$ cat src/rtl/control_sequencer.sv
// Five-step microcode sequencer for a bus-based 8-bit CPU; controls are combinational from step/opcode/flags (0 cycles).
// No backpressure: the step counter advances every clock until HLT freezes it, and only reset clears it.
module control_sequencer (
    input  logic       clk,
    input  logic       rst_n,
    input  logic [3:0] opcode,
    input  logic       carry_flag,
    input  logic       zero_flag,
    output logic       pc_out,
    output logic       count_en,
    output logic       jump,
    output logic       mar_in,
    output logic       ram_out,
    output logic       ram_in,
    output logic       ir_in,
    output logic       ir_out,
    output logic       a_in,
    output logic       a_out,
    output logic       b_in,
    output logic       alu_out,
    output logic       alu_sub,
    output logic       flags_in,
    output logic       out_in,
    output logic       halt,
    output logic [2:0] step
);

    typedef enum logic [2:0] {
        T0 = 3'd0,
        T1 = 3'd1,
        T2 = 3'd2,
        T3 = 3'd3,
        T4 = 3'd4
    } step_e;

    localparam logic [3:0] OP_LDA = 4'b0001;
    localparam logic [3:0] OP_ADD = 4'b0010;
    localparam logic [3:0] OP_SUB = 4'b0011;
    localparam logic [3:0] OP_STA = 4'b0100;
    localparam logic [3:0] OP_LDI = 4'b0101;
    localparam logic [3:0] OP_JMP = 4'b0110;
    localparam logic [3:0] OP_JC  = 4'b0111;
    localparam logic [3:0] OP_JZ  = 4'b1000;
    localparam logic [3:0] OP_OUT = 4'b1110;
    localparam logic [3:0] OP_HLT = 4'b1111;

    step_e step_q, step_d;
    logic  halted_q, halted_d;

    always_ff @(posedge clk or negedge rst_n) begin
        if (!rst_n) begin
            step_q   <= T0;
            halted_q <= 1'b0;
        end else begin
            step_q   <= step_d;
            halted_q <= halted_d;
        end
    end

    // HLT latches on the edge ending T2, so the frozen step value is T3.
    always_comb begin
        step_d   = step_q;
        halted_d = halted_q;
        if (!halted_q) begin
            case (step_q)
                T0:      step_d = T1;
                T1:      step_d = T2;
                T2:      step_d = T3;
                T3:      step_d = T4;
                default: step_d = T0;
            endcase
            if (step_q == T2 && opcode == OP_HLT) begin
                halted_d = 1'b1;
            end
        end
    end

    assign step = step_q;

    always_comb begin
        pc_out   = 1'b0;
        count_en = 1'b0;
        jump     = 1'b0;
        mar_in   = 1'b0;
        ram_out  = 1'b0;
        ram_in   = 1'b0;
        ir_in    = 1'b0;
        ir_out   = 1'b0;
        a_in     = 1'b0;
        a_out    = 1'b0;
        b_in     = 1'b0;
        alu_out  = 1'b0;
        alu_sub  = 1'b0;
        flags_in = 1'b0;
        out_in   = 1'b0;
        halt     = 1'b0;
        // Gating on rst_n keeps every control low during reset without waiting for a clock.
        if (rst_n && halted_q) begin
            halt = 1'b1;
        end else if (rst_n) begin
            case (step_q)
                T0: begin
                    pc_out = 1'b1;
                    mar_in = 1'b1;
                end
                T1: begin
                    ram_out  = 1'b1;
                    ir_in    = 1'b1;
                    count_en = 1'b1;
                end
                T2: begin
                    case (opcode)
                        OP_LDA, OP_ADD, OP_SUB, OP_STA: begin
                            ir_out = 1'b1;
                            mar_in = 1'b1;
                        end
                        OP_LDI: begin
                            ir_out = 1'b1;
                            a_in   = 1'b1;
                        end
                        OP_JMP: begin
                            ir_out = 1'b1;
                            jump   = 1'b1;
                        end
                        OP_JC: begin
                            ir_out = carry_flag;
                            jump   = carry_flag;
                        end
                        OP_JZ: begin
                            ir_out = zero_flag;
                            jump   = zero_flag;
                        end
                        OP_OUT: begin
                            a_out  = 1'b1;
                            out_in = 1'b1;
                        end
                        OP_HLT:  halt = 1'b1;
                        default: ;
                    endcase
                end
                T3: begin
                    case (opcode)
                        OP_LDA: begin
                            ram_out = 1'b1;
                            a_in    = 1'b1;
                        end
                        OP_ADD, OP_SUB: begin
                            ram_out = 1'b1;
                            b_in    = 1'b1;
                        end
                        OP_STA: begin
                            a_out  = 1'b1;
                            ram_in = 1'b1;
                        end
                        default: ;
                    endcase
                end
                T4: begin
                    if (opcode == OP_ADD || opcode == OP_SUB) begin
                        alu_out  = 1'b1;
                        a_in     = 1'b1;
                        flags_in = 1'b1;
                        alu_sub  = (opcode == OP_SUB);
                    end
                end
                default: ;
            endcase
        end
    end

endmodule

$ cat config.mk
export PLATFORM = sky130hd
export DESIGN_NAME = control_sequencer
export DESIGN_NICKNAME = d
export VERILOG_FILES = /design/src/rtl/control_sequencer.sv
export SDC_FILE = /design/constraint.sdc
export NUM_CORES = 1
export LEC_CHECK = 0
export BUFFER_PORTS_ARGS = -buffer_cell sky130_fd_sc_hd__clkbuf_2
export CORE_AREA = 2 2 39 41
export CTS_CLUSTER_DIAMETER = 60
export DETAILED_ROUTE_END_ITERATION = 8
export DIE_AREA = 0 0 41 43
export PLACE_DENSITY = 0.72
export SETUP_SLACK_MARGIN = 0.05
export SLEW_MARGIN = 30
export SYNTH_ARGS = -nofsm -noshare
export SYNTH_HDL_FRONTEND = slang
export SYNTH_SLANG_ARGS = --single-unit
$ cat constraint.sdc
create_clock -name clk -period 1.1 [get_ports clk]
set_input_delay 0 -clock clk [delete_from_list [all_inputs] [get_ports clk]]
set_output_delay 0 -clock clk [all_outputs]
set_load 0.02 [all_outputs]
==> results of run 1 <==
==> placed cells by master, fill, tap and decap left out, types with 3 or more instances in the layout <==
master	synthesis	final
dfrtp_2	0	3
nor3_1	4	3
nand2_1	4	3
buf_6	2	8
o21ai_0	5	5
clkbuf_8	0	8
nand3b_1	3	3
nor2_1	8	3
clkbuf_2	1	12
buf_8	0	3
buf_4	2	7
clkbuf_4	0	4
nor2_4	0	3
==> state kept, by name, summed over array words and instances, names as in the netlist <==
register	cells
step	3
halted_q	1
==> per-stage QoR <==
step | setup slack, ns | hold slack [ns] | total power, mW
after CTS | -0.347 | 0.156 | 1.67
after detailed placement | -0.152 | -0.182 | 1.31
after global placement | -0.101 | -0.186 | 1.28
after global routing | -0.449 | 0.341 | 2.06
final | -0.388 | 0.332 | 1.95
after floorplan | -0.147 | -0.296 | 0.933
==> kinds of logic after synthesis <==
| group | Yosys count | synth area share |
|---|---|---|
| AO/OA/AOI/OAI | 13 | 0.160 |
| XOR/XNOR | 1 | 0.0175 |
| buffers and inverters | 8 | 0.113 |
| flip-flops | 4 | 0.201 |
| multiplexers | 1 | 0.0226 |
| AND/OR/NAND/NOR | 40 | 0.486 |
==> power groups by stage <==
| stage | clock, mW | combinational [mW] | sequential, mW |
|---|---|---|---|
| global placement | 0 | 0.966 | 0.310 |
| floorplan | 0 | 0.589 | 0.344 |
| detailed placement | 0 | 0.991 | 0.315 |
| finish | 0.197 | 1.42 | 0.332 |
| CTS | 0.204 | 1.15 | 0.310 |
| global route | 0.215 | 1.51 | 0.339 |
==> final timing paths <==
kind | slack (ns) | to
setup reg to reg | -0.07 | step[0]
hold reg to reg | 0.59 | halted_q
setup / recovery | -0.39 | a_out
max in group asynchronous | 0.43 | halted_q
min in group asynchronous | 0.40 | step[2]
hold / removal | 0.33 | halted_q
==> cell type report <==
type,count,area [µm²]
multi-input cells,55,439
repair buffers,42,398
fillers,95,397
flip-flops and latches,4,104
clock buffers,4,26.3
well taps,16,20.0
==> per-layer routing <==
metal / global-route usage / up-vias / part of all wire
li1: - / 314 / -
met1: 0.208 / 334 / 0.42
met2: 0.347 / 16 / 0.56
met3: 0 / 0 / 0.019
met4: 0.100 / 0 / 0
met5: 0 / - / 0
==> repair_timing <==
item	CTS	global route
hold endpoints to repair	4	2
endpoints found under the setup margin	18	20
buffers inserted	2	2
hold buffers	1	2
pin swaps	13	7
gates resized for setup	30	21
==> critical path, stage by stage (launching register included) <==
cell and delay, ns:
dfrtp_2 0.45, and4b_1 0.32, nand3_1 0.14, a21oi_2 0.18, clkbuf_8 0.16
==> impl_metrics.toml, run 1 <==
[logic_synthesis]
synth_cell_type_count = 31
synth_seq_cells = 4
yosys-top-cells-count = "8 x nor2_1, 5 x o21ai_0, 4 x dfrtp_1, 4 x nand2_1, 4 x nor3_1"
synth_edf_count = 0
yosysMostFrequentCell = "nor2_1"
ys.flop_type = "dfrtp_1"
synth_area_leaders = "dfrtp_1 20%, nor2_1 6.0%, o21ai_0 5.0%"
yosys.area.top_type = "dfrtp_1"
yosys_warnings = 0
synth_top_area_share = 0.201
syn-num-nets = 75
synth-seq-area-share = 0.201
async_flop_share = 1.00
synthesis.area_um2 = 499
synth_cells = 67
syn_area_per_cell_um2 = 7.45

[timing]
finClkSkew_ns = 0.00319
finalCriticalPeriod_ns = 1.49
hold_viol_final = 0
tns_ns = -4.38
setup_viol = 18
rsz0062_at_grt = "true"
worst_slew_pin_slew_ns = 0.290
slew_viol_final = 0
max_freq_mhz = 672
fin_ws_ns = -0.388
maxSlewHeadroom = 0.805
finalCritPeriodShare = 1.35

[setup_path]
arrival_ns = 1.49
crit_type = "reg2out"
crit_required_ns = 1.10
cp-start-kind = "register"
rr_startpoint = "halted_q"
cp_max_fo = 7
critPathLaunch = "step[0]"
endpoint_kind = "output pin"
r2r_cells = 5

[min_path]
hp-class = "in2reg"
holdCritStartpoint = "opcode[0]"
min_path_cells = 3

[clocking]
cts_buffer_depth = 2
tritoncts = "done"
clock_latency_ns = 0.23
cts_made_buffers = 3
root_buffer = "clkbuf_4"
cts.htree.levels = 1
path_clk_slew_ns = 0.04
cts.sinks = 4

[power_and_ir_drop]
p_sw_uw = 837
power_frac_seq = 0.170
power_leakage_nw = 0.447
switching_share = 0.429
internal_power_mw = 1.12
power.density_nw_per_um2 = 1980
comb_power_share = 0.729
vdd_drop_max_uv = 1110
p_clk_frac = 0.101

[die]
die_w_um = 41
start_util = 0.361
num_rows = 14
die_y_um = 43
boundaryPins = 27
coreArea_um2 = 1380
die-area_um2 = 1760

[placement]
globalplace.congestion = 0.795
dp_cells = 111
dp_hpwl_mm = 1.12
io_buffer_count = 26
placed_area_um2 = 717

[grt]
grt_pass1_wl_mm = 2.35
antenna_found_initial = 0
grt.overflow.total = 0
grt_pass1_vias = 575
grt_util_all_layers = 0.192
grt_max_degree = 11

[finish]
area_growth_syn_to_layout_pct = 97.7
fin_area_um2 = 987
layout-drive-gt1-share = 0.638
finalNonFillerCells = 121
n_antenna_cell = 0
fin_util = 0.713
layout.nets = 114

[detailed_routing]
ant_nets = 0
wl_per_cell_um = 15.3
drtIter0Drc = 16
vias = 664
dr.pass1.iters = 4
wirelength_mm = 1.85
drc = 0
vias_per_cell = 5.49

[run_status]
outcome = "complete, but fails checks"
violations = "negative setup slack"

[flow_run]
cap_viol_max_count = 0
No activity file was read; power rests on OpenSTA's default activity.
==> run 2: changes to the inputs <==
ABC_AREA = 1   (was not set)
==> impl_metrics.toml, run 2 <==
[power_and_ir_drop]
switching_share = 0.330
power.density_nw_per_um2 = 427
internal_power_uw = 318
power_frac_seq = 0.311
p_sw_uw = 156
vdd_drop_max_uv = 477
p_clk_frac = 0.500
power_leakage_nw = 0.534
comb_power_share = 0.189

[logic_synthesis]
syn_area_per_cell_um2 = 5.70
yosys_warnings = 0
synth_cells = 88
yosysMostFrequentCell = "nand2_1"
async_flop_share = 1.00
synthAdderAreaFrac = 0
yosys-top-cells-count = "17 x nand2_1, 15 x nor2_1, 11 x nand3_1"
synth_edf_count = 0
synth_top_area_share = 0.200
synth_compound_area_frac = 0.102
yosys.area.top_type = "dfrtp_1"
synthesis.area_um2 = 502
syn-num-nets = 96
synth_cell_type_count = 17
synth-seq-area-share = 0.200
synth_area_leaders = "dfrtp_1 20%, nand2_1 13%, nor2_1 11%"
synth-xor-area-share = 0
yosys.area_share.simple = 0.496
synth_top_family_by_area = "simple AND/OR/NAND/NOR gates"
ys.flop_type = "dfrtp_1"
synthMuxAreaShare = 0
synth_seq_cells = 4

[detailed_routing]
wl_per_cell_um = 12.9
wirelength_mm = 1.88
vias_per_cell = 4.89
drtIter0Drc = 9
vias = 714
drc = 0
ant_nets = 0
dr.pass1.iters = 4

[setup_path]
endpoint_kind = "output pin"
cp-start-kind = "register"
cp_max_fo = 6
r2r_cells = 6
cp_num_cells = 6
critical_path_buf_inv_count = 3
cp_cell_sequence = "nor2_4, inv_4, a21oi_1, nand2_1, inv_2, clkbuf_8"
cpPeakStageDelay_ns = 0.40
arrival_ns = 1.43
crit_required_ns = 1.10
cp_top_family = "flip-flops"
crit_type = "reg2out"
cpMaxStageDelayCell = "dfrtp_1"
rrSetupSlack_ns = -0.10

[grt]
grt_pass1_vias = 652
grt_util_all_layers = 0.227
antenna_found_initial = 0
grt_max_degree = 8
grt_pass1_wl_mm = 2.75
grt.overflow.total = 0

[clocking]
tritoncts = "done"
root_buffer = "clkbuf_4"
cts_buffer_depth = 2
cts_made_buffers = 3
clock_latency_ns = 0.26
cts.sinks = 4
path_clk_slew_ns = 0.04
cts.htree.levels = 1

[finish]
n_antenna_cell = 0
largest_register_ffs = 3
mostFrequentLayoutCells = "14 x buf_4, 12 x nand2_1, 10 x inv_2"
layout-drive-gt1-share = 0.685
layout.nets = 139
layout_commonest_cell = "buf_4"
area_growth_syn_to_layout_pct = 121

[timing]
slew_viol_final = 0
finClkSkew_ns = 0.00755
finalCritPeriodShare = 1.30
whs_ns = 0.125
max_freq_mhz = 698
rsz0062_at_grt = "true"
maxSlewHeadroom = 0.769
setup_viol = 17
hold_viol_final = 0
worst_slew_pin_slew_ns = 0.344
fin_ws_ns = -0.332
finalCriticalPeriod_ns = 1.43

[placement]
io_buffer_count = 26
globalplace.congestion = 0.825
dp_hpwl_mm = 1.17
place_ws_ns = -0.0766

[min_path]
min_path_cells = 3
hp-class = "in2reg"

[run_status]
violations = "negative setup slack"
outcome = "complete, but fails checks"

[die]
die_y_um = 43
start_util = 0.363
boundaryPins = 27
coreArea_um2 = 1380
die-area_um2 = 1760
die_w_um = 41
num_rows = 14

[flow_run]
cap_viol_max_count = 0
[run 2: changes by cell type after synthesis, sizes merged, moves of 3 or more]
cell	previous run	this run
and3	3	0
inv	0	18
nand2	4	19
nand3	2	11
nand3b	3	0
nor2	8	18
nor2b	3	0
[run 2: power by group through the flow]
| stage | Clock (mW) | Combinational (mW) | Sequential (mW) |
|---|---|---|---|
| after floorplan | 0 | 0.0434 | 0.150 |
| after global placement | 0 | 0.0754 | 0.150 |
| after detailed placement | 0 | 0.0762 | 0.150 |
| after CTS | 0.228 | 0.0839 | 0.147 |
| after global routing | 0.243 | 0.0984 | 0.147 |
| final | 0.237 | 0.0895 | 0.147 |
[run 2: stage by stage]
step	std cells	TNS (ns)	area [µm²]	power, mW	utilization
after detailed placement	135	-0.218	818	0.226	0.591
after CTS	144	-4.01	1040	0.459	0.750
after floorplan	88	-0.347	642	0.193	-
after global placement	135	-0.163	818	0.225	0.591
after global routing	146	-5.29	1110	0.489	0.803
final	146	-4.21	1110	0.474	0.803
[run 2: routing by layer]
metal	up-vias	routed length [µm]	GRT usage
met2	19	1060	0.384
met5	-	0	0
met1	332	735	0.275
li1	358	-	-
met3	5	46	0.0314
met4	0	37	0.0800
[run 2: cells by family after synthesis]
family,after synthesis
AND/OR/NAND/NOR,52
AO/OA/AOI/OAI,10
flip-flops,4
buffers and inverters,22
[run 2: worst min-delay path, cell delays in order]
cell and delay (ns):
clkbuf_2 0.13, nand2_1 0.14, o21ai_2 0.07
[run 2: final timing paths]
check,start,endpoint
max,halted_q,a_in
min,opcode[1],halted_q
max reg2reg,step[0],halted_q
min reg2reg,halted_q,step[0]
max in group asynchronous,rst_n,step[1]
min in group asynchronous,rst_n,step[2]
[run 2: cell type report]
| cell class | count | area, µm² |
|---|---|---|
| multi-input combinational | 62 | 480 |
| timing repair buffer | 42 | 404 |
| fill | 88 | 273 |
| sequential | 4 | 104 |
| inverter | 18 | 76.3 |
| clock buffer | 4 | 26.3 |
| tap | 16 | 20.0 |
[run 2: repair_timing]
item | in CTS | in global routing
resized for setup | 38 | 32
setup endpoints to repair | 17 | 22
endpoints found under the hold margin | 4 | 0
setup buffers | 4 | 3
hold buffers | 1 | 0
pin swaps | 13 | 8
==> run 3: changes to the inputs <==
--- a/config.mk
+++ b/config.mk
@@ -7,3 +7,2 @@
 export LEC_CHECK = 0
-export ABC_AREA = 1
 export BUFFER_PORTS_ARGS = -buffer_cell sky130_fd_sc_hd__clkbuf_2
==> constraint.sdc (replaced) <==
create_clock -name clk -period 1.1 [get_ports clk]
set_input_delay 0.11 -clock clk [delete_from_list [all_inputs] [get_ports clk]]
set_output_delay 0.11 -clock clk [all_outputs]
set_load 0.02 [all_outputs]
==> impl_metrics.toml, run 3 (synthesis results as in run 1) <==
[placement]
dp_cells = 115
dp_hpwl_mm = 1.08
globalplace.congestion = 0.790
io_buffer_count = 26

[setup_path]
cp-start-kind = "register"
crit_path_end = "a_out"
crit_type = "reg2out"
timing.rr.end = "halted_q"
r2r_cells = 4
rr_startpoint = "step[0]"
critPathLaunch = "halted_q"
endpoint_kind = "output pin"
crit_required_ns = 0.99
cp_max_fo = 5
rrSetupSlack_ns = -0.12
arrival_ns = 1.55

[clocking]
path_clk_slew_ns = 0.05
cts_made_buffers = 3
cts_buffer_depth = 2
root_buffer = "clkbuf_4"
clock_latency_ns = 0.25
cts.sinks = 4
tritoncts = "done"
cts.htree.levels = 1

[timing]
finalCriticalPeriod_ns = 1.66
slew_viol_final = 0
setup_viol = 21
finClkSkew_ns = 0.00882
fin_ws_ns = -0.555
max_freq_mhz = 604
rsz0062_at_grt = "true"
maxSlewHeadroom = 0.807
whs_ns = 0.262
worst_slew_pin_slew_ns = 0.286
finalCritPeriodShare = 1.50
hold_viol_final = 0
tns_ns = -7.43

[min_path]
hp-class = "in2async"

[run_status]
violations = "negative setup slack"
outcome = "complete, but fails checks"

[detailed_routing]
ant_nets = 0
wl_per_cell_um = 17.3
drtIter0Drc = 37
wirelength_mm = 2.22
drc = 0
vias_per_cell = 5.69
vias = 728
dr.pass1.iters = 4

[grt]
grt_pass1_vias = 653
antenna_found_initial = 0
grt.overflow.total = 0
grt_pass1_wl_mm = 2.82
grt_util_all_layers = 0.243
grt_max_degree = 10

[die]
die_w_um = 41
coreArea_um2 = 1380
num_rows = 14
die-area_um2 = 1760
die_y_um = 43
start_util = 0.361
boundaryPins = 27

[power_and_ir_drop]
power.density_nw_per_um2 = 2020
vdd_drop_max_uv = 1880
power_mw = 2.15
power_leakage_nw = 0.481

[finish]
multi_input_area_um2 = 440
mostFrequentLayoutCells = "17 x buf_4, 8 x clkbuf_2, 7 x buf_8, 7 x buf_6, 7 x clkbuf_8"
area_growth_syn_to_layout_pct = 113
layout_commonest_cell = "buf_4"
n_antenna_cell = 0
fillCellCount = 69
layout-drive-gt1-share = 0.705
largest_register_ffs = 3
layout.nets = 121
finalNonFillerCells = 128
register_area_um2 = 105

[flow_run]
cap_viol_max_count = 0
## run 3: report_power, final
part	switching, mW	internal, mW	leakage (nW)
Sequential	0.125	0.229	0.0448
Combinational	0.711	0.867	0.421
Clock	0.0852	0.138	0.0150
Total	0.921	1.23	0.481
## run 3: final cells by class
| cell class | count | area share |
|---|---|---|
| Timing Repair Buffer | 49 | 0.444 |
| Multi-Input combinational cell | 55 | 0.414 |
| Sequential cell | 4 | 0.0987 |
| Clock buffer | 4 | 0.0247 |
| Tap cell | 16 | 0.0188 |
## run 3: what timing repair did
| action | in CTS | in global routing |
|---|---|---|
| pin swaps | 10 | 7 |
| hold endpoints to repair | 4 | 0 |
| hold buffers | 1 | 0 |
| setup endpoints to repair | 21 | 23 |
| setup buffers | 2 | 6 |
| resized for setup | 36 | 25 |
## run 3: how the worst min path moves through the flow
stage	startpoint	endpoint	slack (ns)
2_1_floorplan	rst_n	halted_q	-0.19
3_3_place_gp	rst_n	halted_q	-0.07
3_5_place_dp	rst_n	halted_q	-0.06
4_1_cts	rst_n	halted_q	0.25
5_1_grt	rst_n	halted_q	0.28
6_report	rst_n	halted_q	0.26
## run 3: critical path, stage by stage, from the launching register on
cell and delay [ns]:
dfrtp_2 0.44, and4bb_2 0.32, nand4_1 0.18, a21oi_2 0.19, clkbuf_8 0.16
## run 3: metrics by stage
stage                     area [µm²]  worst slack [ns]  utilization
after floorplan                  561            -0.257            -
after global placement           754            -0.228        0.545
after detailed placement         754            -0.236        0.545
after CTS                        953            -0.469        0.689
after global routing            1060            -0.573        0.769
final                           1060            -0.555        0.769
## run 3: metal layers
metal / vias to the layer above / wire length (µm) / GRT usage
met5: - / 0 / 0
met4: 0 / 133 / 0.173
met3: 13 / 113 / 0.0733
met2: 45 / 1120 / 0.391
met1: 338 / 848 / 0.248
li1: 332 / - / -
